===== src/rtl/inst_queue.sv =====
// Dual-slot instruction queue between fetch (F3) and decode/issue.
// Circular buffer with first-word fall-through view of head and head+1.
module inst_queue #(
  parameter int DEPTH      = 16,
  parameter int OVF_MARGIN = 4,
  parameter int CNT_W      = $clog2(DEPTH) + 1
) (
  input  logic             clk,
  input  logic             reset,
  input  logic             flush,
  input  logic             stall,
  input  logic [1:0]       push_valid,
  input  logic [31:0]      push_pc0,
  input  logic [31:0]      push_instr0,
  input  logic [31:0]      push_pc1,
  input  logic [31:0]      push_instr1,
  input  logic [1:0]       pop_cnt,
  output logic [1:0]       out_valid,
  output logic [31:0]      out_pc0,
  output logic [31:0]      out_instr0,
  output logic [31:0]      out_pc1,
  output logic [31:0]      out_instr1,
  output logic             overflow,
  output logic [CNT_W-1:0] count,
  output logic             err_ovf
);

  localparam int PTR_W = $clog2(DEPTH);
  localparam logic [CNT_W-1:0] DEPTH_C = CNT_W'(DEPTH);
  localparam logic [CNT_W-1:0] OVF_C   = CNT_W'(OVF_MARGIN);
  localparam logic [CNT_W:0]   DEPTH_X = (CNT_W+1)'(DEPTH);

  logic [31:0]      r_mem_pc    [DEPTH];
  logic [31:0]      r_mem_instr [DEPTH];
  logic [PTR_W-1:0] r_head;
  logic [PTR_W-1:0] r_tail;
  logic [CNT_W-1:0] r_count;
  logic             r_err_ovf;

  logic [1:0]       w_npop;
  logic [1:0]       w_npush;
  logic [1:0]       w_nwr;
  logic [CNT_W:0]   w_space;
  logic             w_drop;
  logic [PTR_W-1:0] w_head_p1;
  logic [PTR_W-1:0] w_tail_p1;
  logic [31:0]      w_first_pc;
  logic [31:0]      w_first_instr;

  assign w_head_p1 = r_head + PTR_W'(1);
  assign w_tail_p1 = r_tail + PTR_W'(1);

  always_comb begin
    w_npop = '0;
    if (!stall)
      w_npop = (CNT_W'(pop_cnt) > r_count) ? r_count[1:0] : pop_cnt;
  end

  // Same-cycle pops free space for pushes; excess entries drop entry1 first.
  always_comb begin
    w_npush = {1'b0, push_valid[0]} + {1'b0, push_valid[1]};
    w_space = DEPTH_X - {1'b0, r_count} + (CNT_W+1)'(w_npop);
    w_nwr   = (w_space < (CNT_W+1)'(w_npush)) ? w_space[1:0] : w_npush;
    w_drop  = (w_nwr != w_npush);
  end

  // First written entry is entry0 when valid, otherwise entry1.
  assign w_first_pc    = push_valid[0] ? push_pc0    : push_pc1;
  assign w_first_instr = push_valid[0] ? push_instr0 : push_instr1;

  always_ff @(posedge clk) begin
    if (!reset && !flush) begin
      if (w_nwr != 2'd0) begin
        r_mem_pc[r_tail]    <= w_first_pc;
        r_mem_instr[r_tail] <= w_first_instr;
      end
      if (w_nwr == 2'd2) begin
        r_mem_pc[w_tail_p1]    <= push_pc1;
        r_mem_instr[w_tail_p1] <= push_instr1;
      end
    end
  end

  always_ff @(posedge clk) begin
    if (reset) begin
      r_head    <= '0;
      r_tail    <= '0;
      r_count   <= '0;
      r_err_ovf <= 1'b0;
    end else if (flush) begin
      r_head  <= r_tail;
      r_count <= '0;
    end else begin
      r_head  <= r_head + PTR_W'(w_npop);
      r_tail  <= r_tail + PTR_W'(w_nwr);
      r_count <= r_count + CNT_W'(w_nwr) - CNT_W'(w_npop);
      if (w_drop)
        r_err_ovf <= 1'b1;
    end
  end

  assign out_valid  = flush ? 2'b00 : {(r_count >= CNT_W'(2)), (r_count != '0)};
  assign out_pc0    = r_mem_pc[r_head];
  assign out_instr0 = r_mem_instr[r_head];
  assign out_pc1    = r_mem_pc[w_head_p1];
  assign out_instr1 = r_mem_instr[w_head_p1];
  assign overflow   = (DEPTH_C - r_count) <= OVF_C;
  assign count      = r_count;
  assign err_ovf    = r_err_ovf;

endmodule


===== config.mk =====
export PLATFORM = sky130hd
export DESIGN_NAME = inst_queue
export DESIGN_NICKNAME = d
export VERILOG_FILES = /design/src/rtl/inst_queue.sv
export SDC_FILE = /design/constraint.sdc
export NUM_CORES = 2
export LEC_CHECK = 0
export ABC_CLOCK_PERIOD_IN_PS = 11750
export BUFFER_PORTS_ARGS = -buffer_cell sky130_fd_sc_hd__buf_2
export CELL_PAD_IN_SITES_DETAIL_PLACEMENT = 2
export CELL_PAD_IN_SITES_GLOBAL_PLACEMENT = 2
export CORE_MARGIN = 2
export CORE_UTILIZATION = 50
export CTS_BUF_LIST = sky130_fd_sc_hd__clkbuf_4 sky130_fd_sc_hd__clkbuf_8
export CTS_CLUSTER_DIAMETER = 120
export DETAILED_ROUTE_END_ITERATION = 10
export GPL_ROUTABILITY_DRIVEN = 0
export GPL_TIMING_DRIVEN = 1
export HOLD_SLACK_MARGIN = 0.08
export PLACE_DENSITY = 0.84
export SLEW_MARGIN = 20
export SYNTH_ARGS = -nofsm -noshare
export SYNTH_HDL_FRONTEND = slang
export SYNTH_SLANG_ARGS = --single-unit

===== constraint.sdc =====
create_clock -name clk -period 11.75 [get_ports clk]
set_input_delay 1.175 -clock clk [delete_from_list [all_inputs] [get_ports clk]]
set_output_delay 1.175 -clock clk [all_outputs]
set_load 0.005 [all_outputs]

==> flow_summary.toml <==
[timing]
rsz0062_at_grt = "false"
tightest_slew_ns = 1.20
finalHoldViolCount = 0
min_period_ns = 7.81
setup_viol = 0
slew_headroom = 0.202
skew_ns = 0.0584
layout_worst_path_cycle_share = 0.664
fmax_ghz = 0.128
final.setup.tns_ns = 0
drv_slew = 0

[route]
wire_per_inst_um = 47.4
final_antenna_net_count = 0
viasPerCell = 7.79
routed_wl_um = 250000
vias = 41100
drt_iter0_drc = 6331
first_pass_iters = 6
drcViolationCount = 0

[clock_network]
cts_tree = "built"
tritoncts.num_buffers = 182
cts_setup_buffers = 0
htreeDepth = 4
ctsHoldBuffers = 0
clock_latency_ns = 0.93
cts.clk_slew.worst_paths_ns = 0.07
cts_buffer_depth = 3
clock-sinks = 1038
cts-root-buf = "clkbuf_8"
cts_resized = 0

[yosys]
netlist_area_um2 = 60700
synth_edf_count = 1024
async_flop_share = 0
syn_area_per_cell_um2 = 18.1
synth_cells = 3351
netlist_top_cells_area = "edfxtp_1, mux4_2, mux2_2, mux2_1, clkbuf_1"
synth_top_area_frac = 0.506
synth-seq-cells = 1038
yosysMostFrequentCell = "edfxtp_1"
synth.yosys.warnings = 0
yosys.area.top_type = "edfxtp_1"
yosys-top-cells-count = "edfxtp_1, mux2_2, mux4_2"
synth_seq_area_share = 0.511
synth_cell_types = 56
syn_nets = 3512
synthFlopType = "edfxtp_1"

[floorplanning]
die_w_um = 353
start_util = 0.505
die-height_um = 353
row_count = 127
core_um2 = 120000
io_pins = 273
die-area_um2 = 124000

[setup_path]
setup.worst_path.end_class = "register"
path_max_fanout = 49
critPathKind = "register to register"
start_kind = "register"
cp.arrival_ns = 8.31
cp.required_ns = 12.25

[pwr]
p_leak_nw = 21.4
ir_drop_mv = 0.194
p_per_area_nw_per_um2 = 173

[global_route]
grt_pass1_vias = 42500
grt_max_degree = 153
overflow = 0
grt_use_total = 0.367
antenna_found_initial = 22
grt_pass1_wl_um = 326000

[cells_and_area]
stdcell_count = 5272
finalNetCount = 3673
num-fill-cells = 10100
drive_gt1_frac = 0.601
syn2layout_area_growth_pct = 10.8

[placed_design]
io_buffers = 272
dp_hpwl_um = 124000
dp_cells = 4935

[outcome]
status = "finished clean"

[job]
drv_cap = 0

[worst_hold_path]
min_path_type = "register to register"
==> final timing paths <==
| check | start | endpoint | slack [ns] | cells after the start |
|---|---|---|---|---|
| max | count[2] | r_mem_pc[13][28] | 3.94 | 19 |
| min | err_ovf | err_ovf | 0.50 | 2 |
| max reg2reg | count[2] | r_mem_pc[13][28] | 3.94 | 19 |
| min reg2reg | err_ovf | err_ovf | 0.50 | 2 |
==> cell families (layout without fill, tap and decap cells) <==
logic type / count (synthesis) / in the layout / share of synthesized area
XOR/XNOR: 11 / 11 / 0.00159
AO/OA/AOI/OAI: 67 / 67 / 0.00843
buffers and inverters: 401 / 702 / 0.0262
multiplexers: 1732 / 1732 / 0.440
adder cells (fa/ha/maj): 25 / 25 / 0.00577
flip-flops: 1038 / 1038 / 0.511
AND/OR/NAND/NOR: 77 / 77 / 0.00721
other: 0 / 8 / 0
==> registers in the layout, summed over array words and instances (netlist names) <==
register / count
r_tail: 4
err_ovf: 1
r_mem_instr: 512
r_mem_pc: 512
count: 5
r_head: 4
==> metal layers <==
| metal | global-route usage | part of all wire | vias up |
|---|---|---|---|
| li1 | - | - | 14500 |
| met1 | 0.477 | 0.35 | 21900 |
| met2 | 0.591 | 0.48 | 3817 |
| met3 | 0.0882 | 0.12 | 904 |
| met4 | 0.161 | 0.054 | 24 |
| met5 | 0 | 0.00068 | - |
==> power breakdown <==
group / leakage, nW / internal [mW] / switching [mW]
clock: 1.83 / 1.74 / 1.78
combinational: 10.3 / 1.75 / 1.99
sequential: 9.34 / 4.25 / 0.163
==> cells in the final DEF (no fill, tap or decap), types with 5 or more instances in the layout <==
cell type / synthesis / layout
nand3_1: 6 / 6
a21oi_4: 1 / 13
nand2_1: 8 / 8
clkinv_1: 0 / 51
a21oi_1: 25 / 13
mux4_2: 640 / 640
inv_1: 15 / 15
clkbuf_8: 0 / 187
fa_1: 5 / 5
ha_1: 20 / 19
diode_2: 0 / 8
xnor2_1: 8 / 7
nor2_1: 23 / 23
o211ai_4: 3 / 5
clkbuf_4: 0 / 56
buf_2: 70 / 271
nor2b_1: 9 / 9
clkinv_2: 0 / 17
edfxtp_1: 1024 / 1024
buf_12: 0 / 9
buf_4: 0 / 79
dfxtp_1: 14 / 10
mux2_2: 878 / 878
mux2_1: 211 / 211
==> critical path, cell delays in order, from the launching register on <==
cell and delay [ns]:
dfxtp_1 0.56, inv_1 0.21, ha_1 0.31, nor2b_1 0.17
nand3_1 0.10, o2111ai_1 0.20, mux2i_1 0.18, nor2_1 0.27
inv_1 0.11, ha_1 0.20, inv_1 0.07, fa_1 0.52
ha_1 0.32, a21boi_1 0.15, nor4b_2 0.34, o21ai_1 0.24
a21oi_4 0.91, o21bai_1 0.56, a21oi_4 0.86, buf_4 1.04
==> cell type report <==
cell class / instances / area (µm²) / area share
sequential: 1038 / 31000 / 0.462
multi-input combinational: 1912 / 28400 / 0.423
clock buffer: 243 / 2990 / 0.0445
timing repair buffer: 363 / 2240 / 0.0333
tap: 1612 / 2020 / 0.0300
clock inverter: 81 / 473 / 0.00703
inverter: 15 / 56.3 / 0.000837
antenna: 8 / 20.0 / 0.000298
==> metrics by stage <==
| stage | cell area (µm²) | power (mW) | setup slack, ns | util | hold WS [ns] |
|---|---|---|---|---|---|
| 2_1_floorplan | 60700 | 6.76 | 2.21 | - | 0.460 |
| 3_3_place_gp | 63600 | 7.83 | 3.74 | 0.530 | 0.467 |
| 3_5_place_dp | 63600 | 8.00 | 3.52 | 0.530 | 0.477 |
| 4_1_cts | 67100 | 11.4 | 4.01 | 0.559 | 0.497 |
| 5_1_grt | 67300 | 11.9 | 3.61 | 0.560 | 0.548 |
| 6_report | 67300 | 11.7 | 3.94 | 0.560 | 0.495 |
(Power assumes the default switching activity.)
